<file path="src/rtl/alu_iter.sv">
// rtl/alu_iter.sv - iterative ALU with one-bit-per-cycle shifter and valid/ready handshake
module alu_iter #(
    parameter int XLEN = 32
) (
    input  logic            clk,
    input  logic            reset,
    input  logic            flush,
    input  logic            in_valid,
    output logic            in_ready,
    input  logic [3:0]      alu_control,
    input  logic [XLEN-1:0] a,
    input  logic [XLEN-1:0] b,
    output logic            out_valid,
    input  logic            out_ready,
    output logic [XLEN-1:0] result,
    output logic            zero
);

    localparam int SW = $clog2(XLEN);

    typedef enum logic [1:0] {
        IDLE  = 2'd0,
        SHIFT = 2'd1,
        DONE  = 2'd2
    } state_t;

    state_t          state_q, state_d;
    logic [3:0]      op_q, op_d;
    logic [XLEN-1:0] work_q, work_d;
    logic [XLEN-1:0] result_q, result_d;
    logic [SW-1:0]   cnt_q, cnt_d;
    logic            zero_q, zero_d;

    logic [SW-1:0]   shamt;
    logic            is_shift;
    logic [XLEN-1:0] alu_res;
    logic [XLEN-1:0] shift_next;

    assign shamt    = b[SW-1:0];
    assign is_shift = (alu_control == 4'd7) || (alu_control == 4'd8) || (alu_control == 4'd9);

    always_comb begin
        alu_res = '0;
        case (alu_control)
            4'd0: alu_res = a + b;
            4'd1: alu_res = a - b;
            4'd2: alu_res = a & b;
            4'd3: alu_res = a | b;
            4'd4: alu_res = a ^ b;
            4'd5: alu_res = {{(XLEN-1){1'b0}}, ($signed(a) < $signed(b))};
            4'd6: alu_res = {{(XLEN-1){1'b0}}, (a < b)};
            default: alu_res = '0;
        endcase
    end

    // Single-step shift of the working register, selected by the captured opcode
    always_comb begin
        shift_next = work_q;
        case (op_q)
            4'd7:    shift_next = {work_q[XLEN-2:0], 1'b0};
            4'd8:    shift_next = {1'b0, work_q[XLEN-1:1]};
            default: shift_next = {work_q[XLEN-1], work_q[XLEN-1:1]};
        endcase
    end

    always_comb begin
        state_d  = state_q;
        op_d     = op_q;
        work_d   = work_q;
        result_d = result_q;
        cnt_d    = cnt_q;
        zero_d   = zero_q;
        case (state_q)
            IDLE: begin
                if (in_valid) begin
                    op_d = alu_control;
                    if (is_shift && (shamt != '0)) begin
                        work_d  = a;
                        cnt_d   = shamt;
                        state_d = SHIFT;
                    end else begin
                        result_d = is_shift ? a : alu_res;
                        zero_d   = ~|result_d;
                        state_d  = DONE;
                    end
                end
            end
            SHIFT: begin
                work_d = shift_next;
                cnt_d  = cnt_q - 1'b1;
                if (cnt_q == 1) begin
                    result_d = shift_next;
                    zero_d   = ~|shift_next;
                    state_d  = DONE;
                end
            end
            DONE: begin
                if (out_ready) begin
                    state_d = IDLE;
                end
            end
            default: state_d = IDLE;
        endcase
        // A kill wins over any acceptance or completion on the same edge
        if (flush) begin
            state_d = IDLE;
            cnt_d   = '0;
        end
    end

    always_ff @(posedge clk) begin
        if (reset) begin
            state_q  <= IDLE;
            op_q     <= '0;
            work_q   <= '0;
            result_q <= '0;
            cnt_q    <= '0;
            zero_q   <= 1'b1;
        end else begin
            state_q  <= state_d;
            op_q     <= op_d;
            work_q   <= work_d;
            result_q <= result_d;
            cnt_q    <= cnt_d;
            zero_q   <= zero_d;
        end
    end

    assign in_ready  = (state_q == IDLE);
    assign out_valid = (state_q == DONE);
    assign result    = result_q;
    assign zero      = zero_q;

endmodule
</file>
<file path="config.mk">
export PLATFORM = sky130hd
export DESIGN_NAME = alu_iter
export DESIGN_NICKNAME = d
export VERILOG_FILES = /design/src/rtl/alu_iter.sv
export SDC_FILE = /design/constraint.sdc
export NUM_CORES = 1
export LEC_CHECK = 0
export BUFFER_PORTS_ARGS = -buffer_cell sky130_fd_sc_hd__buf_2
export CORE_ASPECT_RATIO = 0.5
export CORE_MARGIN = 2
export CORE_UTILIZATION = 40
export DETAILED_ROUTE_END_ITERATION = 10
export PLACE_DENSITY_LB_ADDON = 0.1
export SETUP_SLACK_MARGIN = 0.02
export SYNTH_ARGS = -nofsm -noshare
export SYNTH_HDL_FRONTEND = slang
export SYNTH_SLANG_ARGS = --single-unit
</file>
<file path="constraint.sdc">
create_clock -name clk -period 4.95 [get_ports clk]
set_clock_uncertainty 0.1 [all_clocks]
set_input_delay 0.2475 -clock clk [delete_from_list [all_inputs] [get_ports clk]]
set_output_delay 0.2475 -clock clk [all_outputs]
set_load 0.01 [all_outputs]
</file>
Word-level counts from Yosys, hierarchy flattened
Cells that the tools add are included.
{"block": "totals", "regBits": 76, "in_bits": 73, "output_inout_bits": 35, "elab_cells": 71}
{"block": "op_classes", "addsub": 3, "n_lt_le_gt_ge": 2, "eq_ne": 19, "mux": 22, "bitwise": 3, "reduce_logical": 16}
{"operator": "case mux 32 bit (7 select lines)", "n": 1}
{"operator": "two-way mux 32 bit", "n": 6}
{"operator": "case mux 32 bit (2 select lines)", "n": 3}
{"operator": "less-than comparator 32 bit", "n": 2}
{"operator": "OR reduction 32 bit", "n": 2}
{"operator": "adder 32 bit", "n": 1}
{"operator": "bitwise AND 32 bit", "n": 1}
{"operator": "bitwise OR 32 bit", "n": 1}
{"operator": "subtractor 32 bit", "n": 1}
{"operator": "XOR 32 bit", "n": 1}
{"operator": "== test 4 x 3 -> 1 bit (second input constant)", "n": 5}
{"operator": "== test 4 bit (second input constant)", "n": 3}
{"operator": "two-way mux 5 bit", "n": 2}
{"operator": "case mux 5 bit (2 select lines)", "n": 1}
{"operator": "== test 4 x 2 -> 1 bit (second input constant)", "n": 2}
{"operator": "two-way mux 2 bit", "n": 4}
{"operator": "!= test 2 bit (second input constant)", "n": 3}
{"operator": "case mux 2 bit (3 select lines)", "n": 1}
{"operator": "AND reduction 3 bit", "n": 2}
{"operator": "== test 5 x 1 -> 1 bit (second input constant)", "n": 1}
{"operator": "nonzero test 5 bit", "n": 1}
{"operator": "subtractor 5 x 1 -> 5 bit (second input constant)", "n": 1}
{"operator": "== test 4 x 1 -> 1 bit (second input constant)", "n": 1}
{"operator": "zero test 4 bit", "n": 1}
{"operator": "other kinds (13)", "n": 18}

Logic depth before layout (Yosys ltp)
Gate-level depths: netlist (run 1).
{"block": "logic_depth", "ltp_word": 9, "mapped_depth": 16, "ltp_nobuf": 15}

Worst setup path after synthesis (run 1)
No wires, ideal clock.
{"block": "synth_timing", "path_type": "input -> register", "start": "in a[0]", "end": "reg zero_q (netlist: zero)", "setup_time_ns": 0.070, "arrival_time_ns": 3.801, "t_required_ns": 4.780, "slack_ns": 0.980, "stages": 15, "path_buffers": 0, "path_cell_list": "inv_1 > ha_1 > fa_1 > inv_1 > mux4_2 > a221oi_1 > o2111ai_1 > nor4_2 > nand4_1 > or4_1 > or3b_1 > or3_1 > nor4_1 > nand4bb_1 > a21oi_1"}
{"block": "synth_between", "elab_chain_cells": 8, "word_cells_on_any_way": 14}
{"element": "start: declaration", "line": "11", "text": "input logic [XLEN-1:0] a,"}
{"element": "subtractor 32 bit, or another cell as far along", "line": "46", "text": "4'd1: alu_res = a - b;"}
{"element": "case mux 32 bit (7 select lines)", "line": "44", "text": "case (alu_control)"}
{"element": "two-way mux 32 bit (*)", "line": "82", "text": "result_d = is_shift ? a : alu_res;"}
{"element": "OR reduction 32 bit (*)", "line": "83", "text": "zero_d = ~|result_d;"}
{"element": "zero test 1 bit (*)", "line": "83"}
{"element": "two-way mux 1 bit (*)", "line": "77", "text": "if (is_shift && (shamt != '0)) begin"}
{"element": "two-way mux 1 bit (*)", "line": "75", "text": "if (in_valid) begin"}
{"element": "case mux 1 bit (2 select lines) (*)", "line": "73", "text": "case (state_q)"}
{"element": "end signal: assignment", "line": "125", "text": "zero_q <= zero_d;"}
{"element": "end: declaration", "line": "32", "text": "logic zero_q, zero_d;"}
Every way passes the cells marked *; elsewhere a longest branch is shown, timed or not. The select of a mux whose other input is x is not followed.
A chain may end at the register's enable or synchronous reset.

Worst setup path in the final report (run 1)
{"block": "layout_timing", "start": "in a[1]", "end": "reg zero_q (netlist: zero)"}
Same word-level chain as after synthesis.

==> reports/qor.csv, run 1 <==
stage,metric,value,unit
outcome,status,finished clean,
clocking,CTS tree,built,
power_and_ir_drop,P_leak,4.70,nW
synthesis,combinational family with the most area after synthesis,compound AO/OA/AOI/OAI gates,
clocking,clk buf depth,2,
synthesis,top post-synthesis cells by area,"dfxtp_1 16%, ha_1 15%, a21oi_1 8.2%",
place,Detailed Place HPWL,34600,um
worst_setup_path,critical register-to-register path endpoint,zero,
global_route,grt total ovfl,0,
layout,final net count,1653,
synthesis,Yosys cell types,84,
synthesis,Syn. warnings,0,
sta,worst slew pin tran,1050,ps
floorplan,I/O Pins,108,
worst_setup_path,r2r setup slk,1000,ps
clocking,later-pin clock latency in the skew report,350,ps
power_and_ir_drop,Sw Pwr,1.02,mW
synthesis,Netlist Area Pre-Place,9660,um2
synthesis,Synth Area in XOR/XNOR,0.454,%
synthesis,Mapped Cells,1399,
sta,Slew Limit Fails,0,
global_route,initial antenna violation count,0,
layout,final core utilization,45.5,%
drt,DRC viols,0,
synthesis,#FFs+latches synth,76,
clocking,total CTS buffers,9,
clocking,# hold bufs at CTS,0,
job,max_cap viols,0,
synthesis,Synth top area share,15.8,%
synthesis,Synth Area per Inst,6.90,um2
sta,FMAX,223,MHz
synthesis,sequential-to-total area share from yosys stat,15.8,%
drt,First-pass DRT Iterations,8,
place,port bufs,107,
place,GP Congestion,0.964,
power_and_ir_drop,Sw Share,43.2,%
synthesis,Adder-Cell Fraction of Synth Area,15.3,%
clocking,clock slew at the register clock pins of the worst setup and hold paths,70,ps
sta,Setup TNS,0,ps
place,pre-CTS setup slack,208,ps
synthesis,multiplexer share of the synthesized area,2.35,%
worst_setup_path,CP Data Arrival Time,4670,ps
drt,Routed Antenna Nets,0,
floorplan,Starting Density,40.4,%
worst_setup_path,CP Max Fanout,6,
hold_path,Hold Path Class,input pin to register,
power_and_ir_drop,Tot Pwr,2.36,mW
worst_setup_path,reg2reg start,state_q[1],
clocking,post-cts resize count,0,
hold_path,Hold EP,state_q[1],
global_route,total track usage,34.0,%
sta,Final min period,4480,ps
clocking,Post-CTS Setup Repair Bufs,0,
synthesis,Post-Syn Nets,1589,
worst_setup_path,CP Class,input pin to register,
synthesis,Synth Area in Compound Gates,33.3,%
synthesis,post-synth top area cell,dfxtp_1,
floorplan,die area,25500,um2
clocking,Sink Count,76,
worst_setup_path,CP Capture Type,register,
hold_path,min-delay src,out_ready,
floorplan,Die W,224,um
sta,Rel. slew slack,29.7,%
power_and_ir_drop,pwr dens,218,nW/um2
power_and_ir_drop,Peak VDD IR,0.163,mV
layout,n_diodes,0,
synthesis,simple-gate share of the synthesized area,24.8,%
floorplan,row count,40,
clocking,CTS Root Buffer Type,clkbuf_16,
power_and_ir_drop,Reg power frac,28.6,%
global_route,number of global-route vias before repair,10300,
worst_setup_path,FF-to-FF path depth,12,
drt,drt total wl,43900,um
layout,share of cells above drive strength 1,13.8,%
floorplan,chip height,114,um
power_and_ir_drop,Comb pwr share,43.1,%
power_and_ir_drop,P_int,1.34,mW
drt,Initial DRC Count,1307,
global_route,first-pass GRT wire length,65400,um
drt,vias,11400,
synthesis,"FFs w/ async S/R, synth",0,%
worst_setup_path,CP required,5140,ps
sta,crit share post-route,90.5,%
worst_setup_path,critical path startpoint category,input pin,
layout,synth-to-layout area growth,12.5,%
global_route,pin count of the biggest net entering global routing,79,
sta,RSZ-0062 raised after global routing,no,
sta,final hold viol count,0,
synthesis,"Primary FF master, synth",dfxtp_1,
drt,WL/cell,24.6,um
floorplan,core area,23900,um2
synthesis,Post-synth EDFFs,0,
sta,Final Setup Violations,0,
hold_path,Hold Crit Depth,3,
sta,hold_ws,78.0,ps
clocking,htree depth,3,
drt,vias per cell,6.38,
power_and_ir_drop,Clk pwr share,28.3,%
sta,worst setup margin,468,ps
-- worst max path at each step --
stage                     start  cells past startpoint   end
after floorplan            a[0]                     15  zero
after global placement     a[0]                     16  zero
after detailed placement   a[0]                     15  zero
after CTS                  a[0]                     15  zero
after global routing       b[1]                     17  zero
final                      a[1]                     17  zero
-- critical path: stages --
cell and delay, ps:
buf_2 160, inv_1 100, ha_1 330, or2_2 350, a211oi_2 340, o211ai_1 200, buf_4 200, a21oi_1 320
nor2_1 170, o41ai_1 430, mux2i_1 260, nor4b_1 630, buf_4 260, nand4_1 90, nor4_1 290, nand4bb_1 140
a21oi_1 140
-- synth_stat cells, types with 8 or more instances --
library cell,n
a21o_1,16
nor3_1,33
clkbuf_1,88
nor2b_1,16
a21oi_1,159
a221oi_1,16
nand4_1,18
ha_1,115
a221o_1,10
a211oi_1,22
a211o_1,9
o21a_1,9
and3_1,12
mux2i_1,17
a31oi_1,8
nor2_1,115
nand3_1,40
inv_1,96
o211ai_1,49
nand2_1,187
nor4_1,22
a22oi_1,15
o31ai_1,19
o21ai_0,54
dfxtp_1,76
and2_1,11
-- state kept, by name, indices dropped and copies added, names as in the netlist --
register / count
op_q: 4
zero: 1
work_q: 32
state_q: 2
cnt_q: 5
result: 32
-- metal layers --
layer	GRT usage (%)	part of all wire, %	wire length, um
met1	52.5	49	21400
met2	45.5	38	16700
met3	9.89	12	5070
met4	6.80	1.6	720
met5	0	0	0
-- cells in the final DEF (no fill, tap or decap), types with 31 or more instances in the layout --
master,instances
o21ai_0,54
a21oi_1,159
nand3_1,40
buf_2,107
nand2_1,187
dfxtp_1,76
nor3_1,31
inv_1,96
ha_1,115
buf_4,49
nor2_1,114
o211ai_1,49
-- stage by stage --
stage	cells	instance area, um2
final	1783	10900
after global routing	1783	10900
after floorplan	1399	9660
after CTS	1783	10900
after detailed placement	1767	10600
after global placement	1767	10600
-- final cells by class --
class                           instances  area [um2]
Timing Repair Buffer                  156         903
Inverter                               96         360
Multi-Input combinational cell       1124        7390
Clock inverter                          7        65.1
Tap cell                              315         394
Clock buffer                            9         225
Fill cell                            2509       13000
Sequential cell                        76        1520
-- power by group through the flow --
stage	clock network, mW	logic [mW]	registers [mW]
final	0.670	1.02	0.676
after global routing	0.702	1.10	0.680
after CTS	0.677	0.985	0.676
after detailed placement	0	0.981	0.689
after global placement	0	0.976	0.688
after floorplan	0	0.601	0.692
-- kinds of logic after synthesis --
| family | Yosys count |
|---|---|
| XOR/XNOR | 5 |
| flip-flops | 76 |
| AO/OA/AOI/OAI | 476 |
| AND/OR/NAND/NOR | 505 |
| adder cells (fa/ha/maj) | 117 |
| buffers and inverters | 199 |
| multiplexers | 21 |
Note: power is estimated with default switching activity, not from simulation.
==> inputs of run 2 (changes only) <==
Settings changed: ABC_AREA from default to 1, CTS_BUF_LIST from default to sky130_fd_sc_hd__clkbuf_4 sky130_fd_sc_hd__clkbuf_8.
==> run 2 against run 1 <==
Effect of this change:
- worst hold slack lost 60 ps
- power shrank 1.2%
- utilization shrank 0.80 points
- synthesized cell count grew 32%
- sequential share of layout area shrank 0.66 points
- combinational power grew 9.8%
- worst setup slack gained 1100 ps
- non-clock buffer count shrank 37
- largest cell class unchanged
==> reports/qor.csv, run 2 <==
stage,metric,value,unit,change
sta,Setup TNS,0,ps,unchanged
global_route,initial antenna violation count,1,,was 0
worst_setup_path,"Cell Chain, Critical Path","buf_2, inv_1, ha_1, fa_1, o21ai_0, nand2_1, nand3_1, nand2_1, nand3_1, nand3_1, o21ai_0, a31oi_1",,"was buf_2, inv_1, ha_1, or2_2, a211oi_2, o211ai_1, buf_4, a21oi_1, nor2_1, o41ai_1, mux2i_1, nor4b_1, buf_4, nand4_1, nor4_1, nand4bb_1, a21oi_1"
synthesis,#FFs+latches synth,76,,unchanged
sta,RSZ-0062 raised after global routing,no,,unchanged
synthesis,Syn. warnings,0,,unchanged
synthesis,Netlist Area Pre-Place,10500,um2,was 9660 um2
floorplan,row count,41,,was 40
hold_path,Hold Crit Depth,2,,was 3
clocking,clk buf depth,2,,unchanged
layout,final net count,2092,,"was 1,653"
synthesis,"FFs w/ async S/R, synth",0,%,unchanged
synthesis,Yosys cell types,42,,was 84
clocking,clock slew at the register clock pins of the worst setup and hold paths,100,ps,was 70 ps
power_and_ir_drop,P_leak,5.88,nW,was 4.70 nW
sta,Final min period,3330,ps,was 4480 ps
worst_setup_path,Critical-path top delay cell,o21ai_0,,was nor4b_1
place,Placed Area,11200,um2,"was 10,600 um2"
synthesis,Post-Syn Nets,2035,,"was 1,589"
synthesis,top post-synthesis cells by area,"nand2_1 18%, dfxtp_1 14%, ha_1 14%",,"was dfxtp_1 16%, ha_1 15%, a21oi_1 8.2%"
hold_path,Hold Path Class,input pin to register,,unchanged
synthesis,sequential-to-total area share from yosys stat,14.5,%,was 15.8%
layout,cell area after layout,11400,um2,"was 10,900 um2"
place,GP Congestion,1.02,,was 0.964
synthesis,post-synth top area cell,nand2_1,,was dfxtp_1
floorplan,core area,25500,um2,"was 23,900 um2"
floorplan,Die W,233,um,was 224 um
layout,"commonest cells after routing, fill and taps aside","491 x nand2_1, 272 x inv_1, 162 x o21ai_0",,"was 187 x nand2_1, 159 x a21oi_1, 115 x ha_1"
sta,Final Setup Violations,0,,unchanged
outcome,status,finished clean,,unchanged
clocking,Post-CTS Setup Repair Bufs,0,,unchanged
place,Detailed Place HPWL,39300,um,"was 34,600 um"
synthesis,"Primary FF master, synth",dfxtp_1,,unchanged
clocking,total CTS buffers,9,,unchanged
job,max_cap viols,0,,unchanged
worst_setup_path,CP dominant cell by count,nand3_1,,
global_route,total track usage,34.2,%,was 34.0%
synthesis,Synth Area per Inst,5.69,um2,was 6.90 um2
worst_setup_path,kind of cell adding the most delay to the critical path,compound AO/OA/AOI/OAI gates,,was simple AND/OR/NAND/NOR gates
worst_setup_path,WP buf/inv,2,,was 4
layout,final core utilization,44.7,%,was 45.5%
sta,worst slew pin tran,1120,ps,was 1050 ps
power_and_ir_drop,pwr dens,205,nW/um2,was 218 nW/um2
clocking,CTS Root Buffer Type,clkbuf_8,,was clkbuf_16
sta,final hold viol count,0,,unchanged
drt,WL/cell,21.3,um,was 24.6 um
worst_setup_path,CP required,5060,ps,was 5140 ps
synthesis,Synth top area share,17.5,%,was 15.8%
drt,Initial DRC Count,1670,,"was 1,307"
worst_setup_path,CP Max Fanout,4,,was 6
global_route,number of global-route vias before repair,11200,,"was 10,300"
clocking,# hold bufs at CTS,0,,unchanged
sta,crit share post-route,67.3,%,was 90.5%
drt,First-pass DRT Iterations,6,,was 8
synthesis,"count leader, synth",nand2_1,,unchanged
sta,FMAX,300,MHz,was 223 MHz
worst_setup_path,CP Class,input pin to register,,unchanged
floorplan,I/O Pins,108,,unchanged
global_route,grt total ovfl,0,,unchanged
layout,share of cells above drive strength 1,10.9,%,was 13.8%
worst_setup_path,FF-to-FF path depth,9,,was 12
clocking,later-pin clock latency in the skew report,370,ps,was 350 ps
synthesis,Mapped Cells,1845,,"was 1,399"
power_and_ir_drop,Tot Pwr,2.34,mW,was 2.36 mW
drt,vias per cell,5.62,,was 6.38
layout,n_diodes,0,,unchanged
sta,Rel. slew slack,25.3,%,was 29.7%
worst_setup_path,CP Depth,12,,was 17
floorplan,Starting Density,41.2,%,was 40.4%
drt,vias,12700,,"was 11,400"
worst_setup_path,critical path startpoint category,input pin,,unchanged
clocking,Sink Count,76,,unchanged
power_and_ir_drop,Peak VDD IR,0.112,mV,was 0.163 mV
global_route,pin count of the biggest net entering global routing,67,,was 79
worst_setup_path,CP Capture Type,register,,unchanged
synthesis,Post-synth EDFFs,0,,unchanged
clocking,htree depth,3,,unchanged
clocking,CTS tree,built,,unchanged
clocking,post-cts resize count,0,,unchanged
drt,drt total wl,47900,um,"was 43,900 um"
worst_setup_path,CP Data Arrival Time,3440,ps,was 4670 ps
sta,Slew Limit Fails,0,,unchanged
floorplan,chip height,119,um,was 114 um
worst_setup_path,CP max stage delay,710,ps,was 630 ps
global_route,first-pass GRT wire length,70500,um,"was 65,400 um"
drt,DRC viols,0,,unchanged
place,port bufs,107,,unchanged
drt,Routed Antenna Nets,0,,unchanged
layout,synth-to-layout area growth,8.52,%,was 12.5%
synthesis,"top cells by count, synth","491 x nand2_1, 272 x inv_1, 162 x nor2_1, 162 x o21ai_0, 146 x nand3_1",,"was 187 x nand2_1, 159 x a21oi_1, 115 x ha_1, 115 x nor2_1, 96 x inv_1"
floorplan,die area,27700,um2,"was 25,500 um2"
layout,"commonest non-fill, non-tap cell in the layout",nand2_1,,unchanged
==> run 2: path summary, 6_finish.rpt <==
kind,from,to,slack (ps)
max,a[0],result[12],1620
min,reset,work_q[31],20
max reg2reg,state_q[0],result[0],2160
min reg2reg,result[0],result[0],370
==> run 2: through the flow <==
stage	hold WS [ps]	cells	setup slack, ps
after floorplan	217	1845	2660
after global placement	355	2235	1370
after detailed placement	358	2235	1500
after CTS	11.6	2251	1850
after global routing	33.0	2251	1490
final	17.5	2251	1620
==> run 2: metal layers <==
layer  share of wire (%)  GRT usage (%)  vias up
li1                    -              -     6120
met1                  48           52.6     5866
met2                  37           44.8      637
met3                  14           12.3       31
met4                 1.0           4.90        0
met5                   0              0        -
==> run 2: cells by family after synthesis <==
group	synth area share, %
AOI/OAI and AO/OA	20.2
adders and majority gates	14.1
buffers and inverters	13.9
DFF	14.5
muxes	0.0953
and+or+nand+nor	37.2
==> run 2: cell type report <==
type / count / area [um2]
Inverter: 287 / 1080
Timing Repair Buffer: 119 / 626
Tap cell: 344 / 430
Multi-Input combinational cell: 1409 / 7540
Fill cell: 2947 / 14100
Clock inverter: 6 / 70.1
Sequential cell: 76 / 1520
Clock buffer: 10 / 138
==> run 2: power breakdown <==
part	internal [mW]	leakage [nW]	switching, mW
logic	0.317	5.15	0.801
clock network	0.251	0.107	0.260
registers	0.671	0.625	0.0353
==> inputs of run 3 (changes only) <==
Clock period 4.95 ns to 2.8 ns, I/O delays scaled along.
==> run 3 against run 2 <==
Effect of this change:
- cell area increased by 21%
- combinational power increased by 120%
- count of clock-buffer cells in the layout increased by 1
- first-iteration DRC count increased by 5.4%
- die area unchanged
- routed wire length increased by 6.1%
- worst hold slack got worse by 15 ps
- global-route usage increased by 1.9 points
- utilization increased by 9.5 points
- largest power group unchanged
- highest routed layer unchanged
==> reports/qor.csv, run 3 (same netlist as run 2, synthesis figures left out) <==
stage,metric,value,unit,change
floorplan,core area,25500,um2,unchanged
worst_setup_path,CP required,3010,ps,was 5060 ps
clocking,Sink Count,76,,unchanged
sta,Setup TNS,0,ps,unchanged
worst_setup_path,CP max stage delay,380,ps,was 710 ps
floorplan,die area,27700,um2,unchanged
clocking,total CTS buffers,9,,unchanged
layout,"commonest non-fill, non-tap cell in the layout",nand2_1,,unchanged
drt,WL/cell,19.9,um,was 21.3 um
layout,final net count,2395,,"was 2,092"
worst_setup_path,kind of cell adding the most delay to the critical path,simple AND/OR/NAND/NOR gates,,was compound AO/OA/AOI/OAI gates
layout,"commonest cells after routing, fill and taps aside","488 x nand2_1, 310 x buf_4, 272 x inv_1",,"was 491 x nand2_1, 272 x inv_1, 162 x o21ai_0"
layout,cell area after layout,13800,um2,"was 11,400 um2"
worst_setup_path,CP Max Fanout,5,,was 4
power_and_ir_drop,Peak VDD IR,0.196,mV,was 0.112 mV
place,port bufs,107,,unchanged
global_route,total track usage,36.2,%,was 34.2%
outcome,status,finished clean,,unchanged
layout,n_diodes,0,,unchanged
clocking,CTS tree,built,,unchanged
clocking,clock slew at the register clock pins of the worst setup and hold paths,80,ps,was 100 ps
global_route,grt total ovfl,0,,unchanged
drt,DRC viols,0,,unchanged
sta,final hold viol count,0,,unchanged
worst_setup_path,CP Capture Type,register,,unchanged
sta,worst slew pin tran,978,ps,was 1120 ps
floorplan,Die W,233,um,unchanged
power_and_ir_drop,P_leak,7.38,nW,was 5.88 nW
sta,worst setup margin,145,ps,was 1620 ps
global_route,initial antenna violation count,0,,was 1
sta,FMAX,377,MHz,
worst_setup_path,CP Data Arrival Time,2870,ps,was 3440 ps
drt,Routed Antenna Nets,0,,unchanged
layout,share of cells above drive strength 1,23.9,%,was 10.9%
worst_setup_path,CP dominant cell by count,nand2_1,,was nand3_1
clocking,htree depth,3,,unchanged
worst_setup_path,CP Class,input pin to register,,unchanged
layout,final core utilization,54.2,%,was 44.7%
worst_setup_path,Critical-path top delay cell,ha_2,,was o21ai_0
floorplan,I/O Pins,108,,unchanged
layout,area of the multi-input gates,7620,um2,was 7540 um2
drt,vias per cell,5.37,,was 5.62
sta,Final min period,2650,ps,
drt,vias,13700,,"was 12,700"
place,placed cells,2529,,"was 2,235"
global_route,first-pass GRT wire length,75100,um,"was 70,500 um"
power_and_ir_drop,pwr dens,344,nW/um2,was 205 nW/um2
clocking,CTS Root Buffer Type,clkbuf_8,,unchanged
layout,Storage cell area,1520,um2,unchanged
place,Placed Area,13400,um2,"was 11,200 um2"
place,Detailed Place HPWL,42600,um,"was 39,300 um"
worst_setup_path,"Cell Chain, Critical Path","buf_2, inv_1, ha_2, inv_1, buf_4, a21oi_1, o21ai_0, nand2_1, nand2_1, a21oi_1, buf_4, nand3_1, nand3_1, nand4_1, nor2_1, nand2_1, nor2_1, nand2_1, nand2_1, nand2_1, nand2_1",,"was buf_2, inv_1, ha_1, fa_1, o21ai_0, nand2_1, nand3_1, nand2_1, nand3_1, nand3_1, o21ai_0, a31oi_1"
job,max_cap viols,0,,unchanged
hold_path,Hold Path Class,input pin to register,,unchanged
sta,RSZ-0062 raised after global routing,no,,unchanged
clocking,clk buf depth,2,,unchanged
floorplan,Starting Density,41.2,%,unchanged
clocking,later-pin clock latency in the skew report,370,ps,about the same
global_route,number of global-route vias before repair,12200,,"was 11,200"
drt,First-pass DRT Iterations,6,,unchanged
floorplan,chip height,119,um,unchanged
worst_setup_path,critical path startpoint category,input pin,,unchanged
place,GP Congestion,1.08,,was 1.02
worst_setup_path,WP buf/inv,5,,was 2
layout,synth-to-layout area growth,31.6,%,was 8.52%
sta,Final Setup Violations,0,,unchanged
layout,"non-filler cells, final",2554,,"was 2,251"
sta,crit share post-route,94.8,%,
drt,drt total wl,50800,um,"was 47,900 um"
floorplan,row count,41,,unchanged
sta,Rel. slew slack,34.8,%,was 25.3%
drt,Initial DRC Count,1760,,"was 1,670"
place,pre-CTS setup slack,-278,ps,was 1500 ps
layout,Fillers,2750,,"was 2,947"
global_route,pin count of the biggest net entering global routing,67,,unchanged
sta,Slew Limit Fails,0,,unchanged
## run 3: changes by cell type in the layout (fill, tap and decap cells not counted), moves of 2 or more
cell / before / now
a21oi_1: 105 / 101
a21oi_2: 5 / 8
buf_12: 0 / 2
buf_4: 12 / 310
dlygate4sd3_1: 0 / 3
ha_1: 115 / 112
ha_2: 0 / 3
nand2_1: 491 / 488
nand2_2: 15 / 18
nand3_1: 146 / 142
nand3_2: 3 / 6
nor2_1: 161 / 156
nor2_2: 11 / 17
## run 3: where the power goes
group / internal (mW) / switching (mW) / total [mW] / leakage (nW)
clock: 0.554 / 0.440 / 0.994 / 0.120
combinational: 0.972 / 1.54 / 2.51 / 6.63
sequential: 1.19 / 0.0631 / 1.25 / 0.625
## run 3: what timing repair did
item,in CTS,in global routing
hold buffers,3,0
endpoints found under the setup margin,0,2
endpoints found under the hold margin,4,0
gates resized for setup,0,25
setup buffers,0,6
## run 3: tightest hold or removal path: cells and delay by family
family,cells,cell delay (ps)
AOI/OAI and AO/OA,2,130
buffers and inverters,1,80
and+or+nand+nor,1,80
## run 3: final timing paths
path                     end  slack (ps)  cells past startpoint  startpoint
setup reg to reg        zero         340                     13     op_q[1]
hold / removal      cnt_q[3]           2                      4       flush
hold reg to reg   work_q[16]         370                      2  work_q[16]
setup / recovery        zero         150                     21       a[24]
## run 3: layout make-up
type / count / share of cell area, %
Clock buffer: 11 / 1.10
Inverter: 287 / 7.80
Sequential cell: 76 / 11.0
Timing Repair Buffer: 422 / 21.2
Multi-Input combinational cell: 1409 / 55.2
Clock inverter: 5 / 0.598
Tap cell: 344 / 3.11
## run 3: per-layer routing
layer | wire length (um) | GRT usage [%]
met5 | 0 | 0
met4 | 464 | 3.58
met2 | 18500 | 47.1
met1 | 25300 | 58.8
met3 | 6570 | 8.98
## run 3: stage by stage
step	total power [mW]	hold slack (ps)
floorplan	2.49	109
global placement	3.66	299
detailed placement	3.66	300
CTS	4.65	0.512
global route	5.02	48.9
finish	4.75	2.30
